File: src/rtl/lcd_read_fsm.sv
// lcd_read_fsm: one HD44780 4-bit read cycle (upper then lower nibble), returns the assembled byte.
// Latency start->done is 1+2*(T_SETUP+T_EHIGH+T_GAP) cycles; start is ignored outside IDLE. Optional LCD_BUSY_POLL_EN re-reads while BF=1.
module lcd_read_fsm #(
    parameter int T_SETUP   = 2,
    parameter int T_EHIGH   = 12,
    parameter int T_GAP     = 50,
    parameter int MAX_POLLS = 255
) (
    input  logic       clk,
    input  logic       reset,
    input  logic       start,
    input  logic       rs,
    input  logic       SF_D8,
    input  logic       SF_D9,
    input  logic       SF_D10,
    input  logic       SF_D11,
    output logic       LCD_E,
    output logic       LCD_RS,
    output logic       LCD_RW,
    output logic       lcd_bus_read,
    output logic       ready,
    output logic [7:0] data_out,
    output logic       busy_flag,
    output logic       done,
    output logic       timeout
);

    typedef enum logic [2:0] {
        IDLE, SETUP_U, EHIGH_U, GAP_U, SETUP_L, EHIGH_L, GAP_L, DONE
    } state_t;

    state_t      state, state_n;
    logic [10:0] cnt;
    logic        rs_lat;
    logic [3:0]  upper_q, lower_q;
    logic [3:0]  bus_nib;

    assign bus_nib = {SF_D11, SF_D10, SF_D9, SF_D8};

`ifdef LCD_BUSY_POLL_EN
    logic [7:0] poll_cnt;
    logic       timeout_q;
    logic       bf_seen;
    assign bf_seen = !rs_lat && upper_q[3];
    assign timeout = timeout_q;
`else
    assign timeout = 1'b0;
`endif

    always_comb begin
        state_n = state;
        case (state)
            IDLE:    if (start) state_n = SETUP_U;
            SETUP_U: if (cnt == 11'(T_SETUP - 1)) state_n = EHIGH_U;
            EHIGH_U: if (cnt == 11'(T_EHIGH - 1)) state_n = GAP_U;
            GAP_U:   if (cnt == 11'(T_GAP - 1))   state_n = SETUP_L;
            SETUP_L: if (cnt == 11'(T_SETUP - 1)) state_n = EHIGH_L;
            EHIGH_L: if (cnt == 11'(T_EHIGH - 1)) state_n = GAP_L;
            GAP_L: begin
                if (cnt == 11'(T_GAP - 1)) begin
                    state_n = DONE;
`ifdef LCD_BUSY_POLL_EN
                    // Controller still busy: read again unless the poll budget is spent.
                    if (bf_seen && poll_cnt != 8'(MAX_POLLS - 1))
                        state_n = SETUP_U;
`endif
                end
            end
            DONE:    state_n = IDLE;
            default: state_n = IDLE;
        endcase
    end

    always_ff @(posedge clk) begin
        if (!reset) begin
            state     <= IDLE;
            cnt       <= '0;
            rs_lat    <= 1'b0;
            upper_q   <= '0;
            lower_q   <= '0;
            data_out  <= '0;
            busy_flag <= 1'b0;
            LCD_E     <= 1'b0;
`ifdef LCD_BUSY_POLL_EN
            poll_cnt  <= '0;
            timeout_q <= 1'b0;
`endif
        end else begin
            state <= state_n;
            cnt   <= (state_n != state || state == IDLE) ? 11'd0 : cnt + 11'd1;
            // E comes straight from a flop so the strobe cannot glitch on state decode.
            LCD_E <= (state_n == EHIGH_U) || (state_n == EHIGH_L);
            if (state == IDLE && start) begin
                rs_lat    <= rs;
`ifdef LCD_BUSY_POLL_EN
                poll_cnt  <= '0;
                timeout_q <= 1'b0;
`endif
            end
            if (state == EHIGH_U && state_n != EHIGH_U) upper_q <= bus_nib;
            if (state == EHIGH_L && state_n != EHIGH_L) lower_q <= bus_nib;
            if (state == GAP_L && state_n == DONE) begin
                data_out  <= {upper_q, lower_q};
                busy_flag <= !rs_lat && upper_q[3];
`ifdef LCD_BUSY_POLL_EN
                timeout_q <= bf_seen;
`endif
            end
`ifdef LCD_BUSY_POLL_EN
            if (state == GAP_L && state_n == SETUP_U) poll_cnt <= poll_cnt + 8'd1;
`endif
        end
    end

    assign ready        = (state == IDLE);
    assign done         = (state == DONE);
    assign lcd_bus_read = (state != IDLE);
    assign LCD_RW       = 1'b1;
    assign LCD_RS       = (state == IDLE) ? 1'b0 : rs_lat;

endmodule
File: config.mk
export PLATFORM = sky130hd
export DESIGN_NAME = lcd_read_fsm
export DESIGN_NICKNAME = d
export VERILOG_FILES = /design/src/rtl/lcd_read_fsm.sv
export SDC_FILE = /design/constraint.sdc
export NUM_CORES = 1
export LEC_CHECK = 0
export BUFFER_PORTS_ARGS = -buffer_cell sky130_fd_sc_hd__buf_4
export CORE_ASPECT_RATIO = 1.4
export CORE_MARGIN = 2
export CORE_UTILIZATION = 51
export CTS_BUF_LIST = sky130_fd_sc_hd__clkbuf_16
export DETAILED_ROUTE_END_ITERATION = 10
export HOLD_SLACK_MARGIN = 0.1
export MAX_ROUTING_LAYER = met4
export PLACE_DENSITY = 0.75
export SYNTH_ARGS = -nofsm -noshare
export SYNTH_HDL_FRONTEND = slang
export SYNTH_SLANG_ARGS = --single-unit
File: constraint.sdc
create_clock -name clk -period 1.8 [get_ports clk]
set_input_delay 0 -clock clk [delete_from_list [all_inputs] [get_ports clk]]
set_output_delay 0 -clock clk [all_outputs]
set_load 0.05 [all_outputs]
==> results.py <==
metrics = {
    "clock_network": {
        "clock-sinks": 33,
        "cts_htree_levels": 2,
        "clk_path_buf_depth": 2,
        "cts_root_buffer": "clkbuf_16",
        "cts_tree": "yes",
        "clk_pin_slew_ns": 0.05,
        "clk_latency_ns": 0.28,
        "cts_buffers": 5,
    },
    "critical_path": {
        "crit_family": "compound AO/OA/AOI/OAI gates",
        "path_max_fanout": 6,
        "crit_buf_inv": 2,
        "crit_path_max_incr_delay_ns": 0.40,
        "crit_type": "reg2reg",
        "cp_cell_sequence": "inv_2 -> ha_4 -> or3b_4 -> a211oi_4 -> a221o_2 -> buf_12 -> a21oi_2",
        "arrival_ns": 1.96,
        "crit_path_end_kind": "register",
        "critPathSlowestCell": "or3b_4",
        "cp_data_required_time_ns": 1.96,
        "startpoint_type": "register",
    },
    "floorplan": {
        "num_rows": 24,
        "ioPinCount": 24,
        "dieWidth_microns": 53.0,
        "die_area_sq_um": 3850,
        "initial_core_util": 0.544,
        "dieHeight_microns": 72.6,
        "design.core.area_sq_um": 3150,
    },
    "logic_synthesis": {
        "ys_ff_latch": 33,
        "synth_compound_area_frac": 0.188,
        "synth_cell_type_count": 47,
        "ys_seq_area_frac": 0.385,
        "yosysTopAreaCell": "dfxtp_1",
        "ys_top_cells_by_area": "dfxtp_1 39%, a21oi_1 8.2%, nand2_1 5.9%, nand3_1 4.7%, xor2_1 3.1%",
        "synth_edf_count": 0,
        "syn_nets": 213,
        "synthMuxAreaShare": 0,
        "synth_common_cells": "33 x dfxtp_1, 28 x a21oi_1, 27 x nand2_1",
        "yosysMostFrequentCell": "dfxtp_1",
        "yosys.area_share.adder": 0.0146,
        "syn_inst": 203,
        "syn-cell-area_sq_um": 1720,
        "yosysWarnings": 0,
        "ys.flop_type": "dfxtp_1",
        "synth_xor_area_frac": 0.0460,
        "synth_top_family_by_area": "simple AND/OR/NAND/NOR gates",
        "synthSimpleGateAreaFrac": 0.295,
        "yosys.area.top_type_share": 0.385,
        "async_flop_share": 0,
        "syn_avg_cell_area_sq_um": 8.45,
    },
    "power": {
        "max-vdd-ir-drop_mv": 0.699,
        "leakagePower_nw": 0.841,
        "p_per_area_nw_per_um2": 772,
        "power_mw": 1.77,
    },
    "route": {
        "drc": 0,
        "first_iter_violations": 51,
        "ant_nets": 0,
        "wl_microns": 4560,
        "routedWlPerCell_microns": 16.3,
        "viasPerCell": 5.85,
        "vias": 1637,
        "firstDrtPassIters": 4,
    },
    "layout": {
        "nNetsFinal": 250,
        "final_cells": 280,
        "drive_gt1_frac": 0.336,
        "antenna_cells": 0,
        "design_area_sq_um": 2300,
        "area_growth_pct": 33.9,
        "fin_util": 0.729,
    },
    "place": {
        "post-place-cells": 260,
        "portBuffers": 21,
        "place_area_sq_um": 1940,
        "gp_congestion": 0.822,
        "dp_hpwl_microns": 3000,
    },
    "global_route": {
        "grtUsageTotal": 0.269,
        "grt_start_max_net_pins": 21,
        "grt_pass1_wl_microns": 7350,
        "grt_pass1_vias": 1659,
        "grt_overflow": 0,
        "antenna_found_initial": 0,
    },
    "sta": {
        "finalSetupViolCount": 0,
        "fin_crit_ns": 1.80,
        "hold_viol_final": 0,
        "relSlewSlack": 0.577,
        "rsz0062_at_grt": "yes",
        "fmax_mhz": 557,
        "drv_slew": 0,
        "worst_pin_slew_ns": 0.634,
        "period_share": 0.998,
        "fin_skew_ns": 0.00405,
        "finalSetupTns_ns": 0,
    },
    "flow_run": {
        "cap_violations": 0,
    },
    "min_path": {
        "hold_path.class": "reg2reg",
    },
    "status": {
        "status": "finished clean",
    },
}
through the flow:
stage	hold WS, ns	setup slack [ns]
3_3_place_gp	0.263	0.0611
2_1_floorplan	0.128	0.00361
3_5_place_dp	0.280	-0.0655
6_report	0.450	0.00371
5_1_grt	0.479	-0.0519
4_1_cts	0.452	-0.0139
kinds of logic after synthesis:
| group | count (synthesis) |
|---|---|
| AO/OA/AOI/OAI | 52 |
| other | 2 |
| flip-flops | 33 |
| XOR/XNOR | 9 |
| adder cells (fa/ha/maj) | 2 |
| AND/OR/NAND/NOR | 85 |
| buffers and inverters | 20 |
registers in the layout, summed over array words and instances (netlist names):
signal	count
busy_flag	1
data_out	8
rs_lat	1
state	3
LCD_E	1
cnt	11
lower_q	4
upper_q	4
timing repair:
action                                  CTS  global route
hold endpoints to repair                 11             0
buffers inserted                          4             1
pin swaps                                 2             5
endpoints found under the setup margin   11            13
resized for setup                         8            19
hold buffers                              8             0
cloned                                    1             0
worst register-to-register path, stage by stage (launching register included):
cell	delay [ns]
dfxtp_2	0.32
inv_2	0.06
ha_4	0.14
or3b_4	0.40
a211oi_4	0.28
a221o_2	0.28
buf_12	0.15
a21oi_2	0.05
layout make-up:
| cell class | instances | area, sq um |
|---|---|---|
| Timing Repair Buffer | 46 | 402 |
| Tap cell | 39 | 48.8 |
| Clock inverter | 3 | 12.5 |
| Fill cell | 249 | 856 |
| Multi-Input combinational cell | 150 | 1030 |
| Clock buffer | 5 | 125 |
| Inverter | 4 | 15.0 |
| Sequential cell | 33 | 667 |
power breakdown:
group          internal (mW)  switching [mW]
clock                  0.498           0.286
combinational          0.105           0.128
sequential             0.741          0.0135
path summary, 6_finish.rpt:
path / startpoint / slack, ns / end / depth (start not counted)
setup / recovery: cnt[1]$_SDFF_PP0_ / 0.004 / cnt[5]$_SDFF_PP0_ / 7
hold / removal: data_out[2]$_SDFFE_PN0P_ / 0.45 / data_out[2]$_SDFFE_PN0P_ / 2
setup reg to reg: cnt[1]$_SDFF_PP0_ / 0.004 / cnt[5]$_SDFF_PP0_ / 7
hold reg to reg: data_out[2]$_SDFFE_PN0P_ / 0.45 / data_out[2]$_SDFFE_PN0P_ / 2
routing by layer:
layer	GRT usage	wire (microns)
met5	-	0
met4	0.160	160
met3	0.0574	165
met2	0.482	2580
met1	0.253	1660
layout by cell type, fill, tap and decap left out, drive strengths merged, types with 3 or more instances in the layout:
master | netlist | layout
nor2 | 4 | 4
and4 | 4 | 4
nand3 | 16 | 16
xnor2 | 3 | 3
clkbuf | 6 | 5
nor2b | 4 | 4
inv | 4 | 4
nor3 | 3 | 3
a21oi | 33 | 33
xor2 | 6 | 6
nand2 | 27 | 27
nor4 | 3 | 3
clkinv | 0 | 3
nand4 | 8 | 8
dfxtp | 33 | 33
nand2b | 3 | 3
o21ai | 9 | 9
buf | 10 | 38
dlygate4sd3 | 0 | 8
No activity file was read; power rests on OpenSTA's default activity.
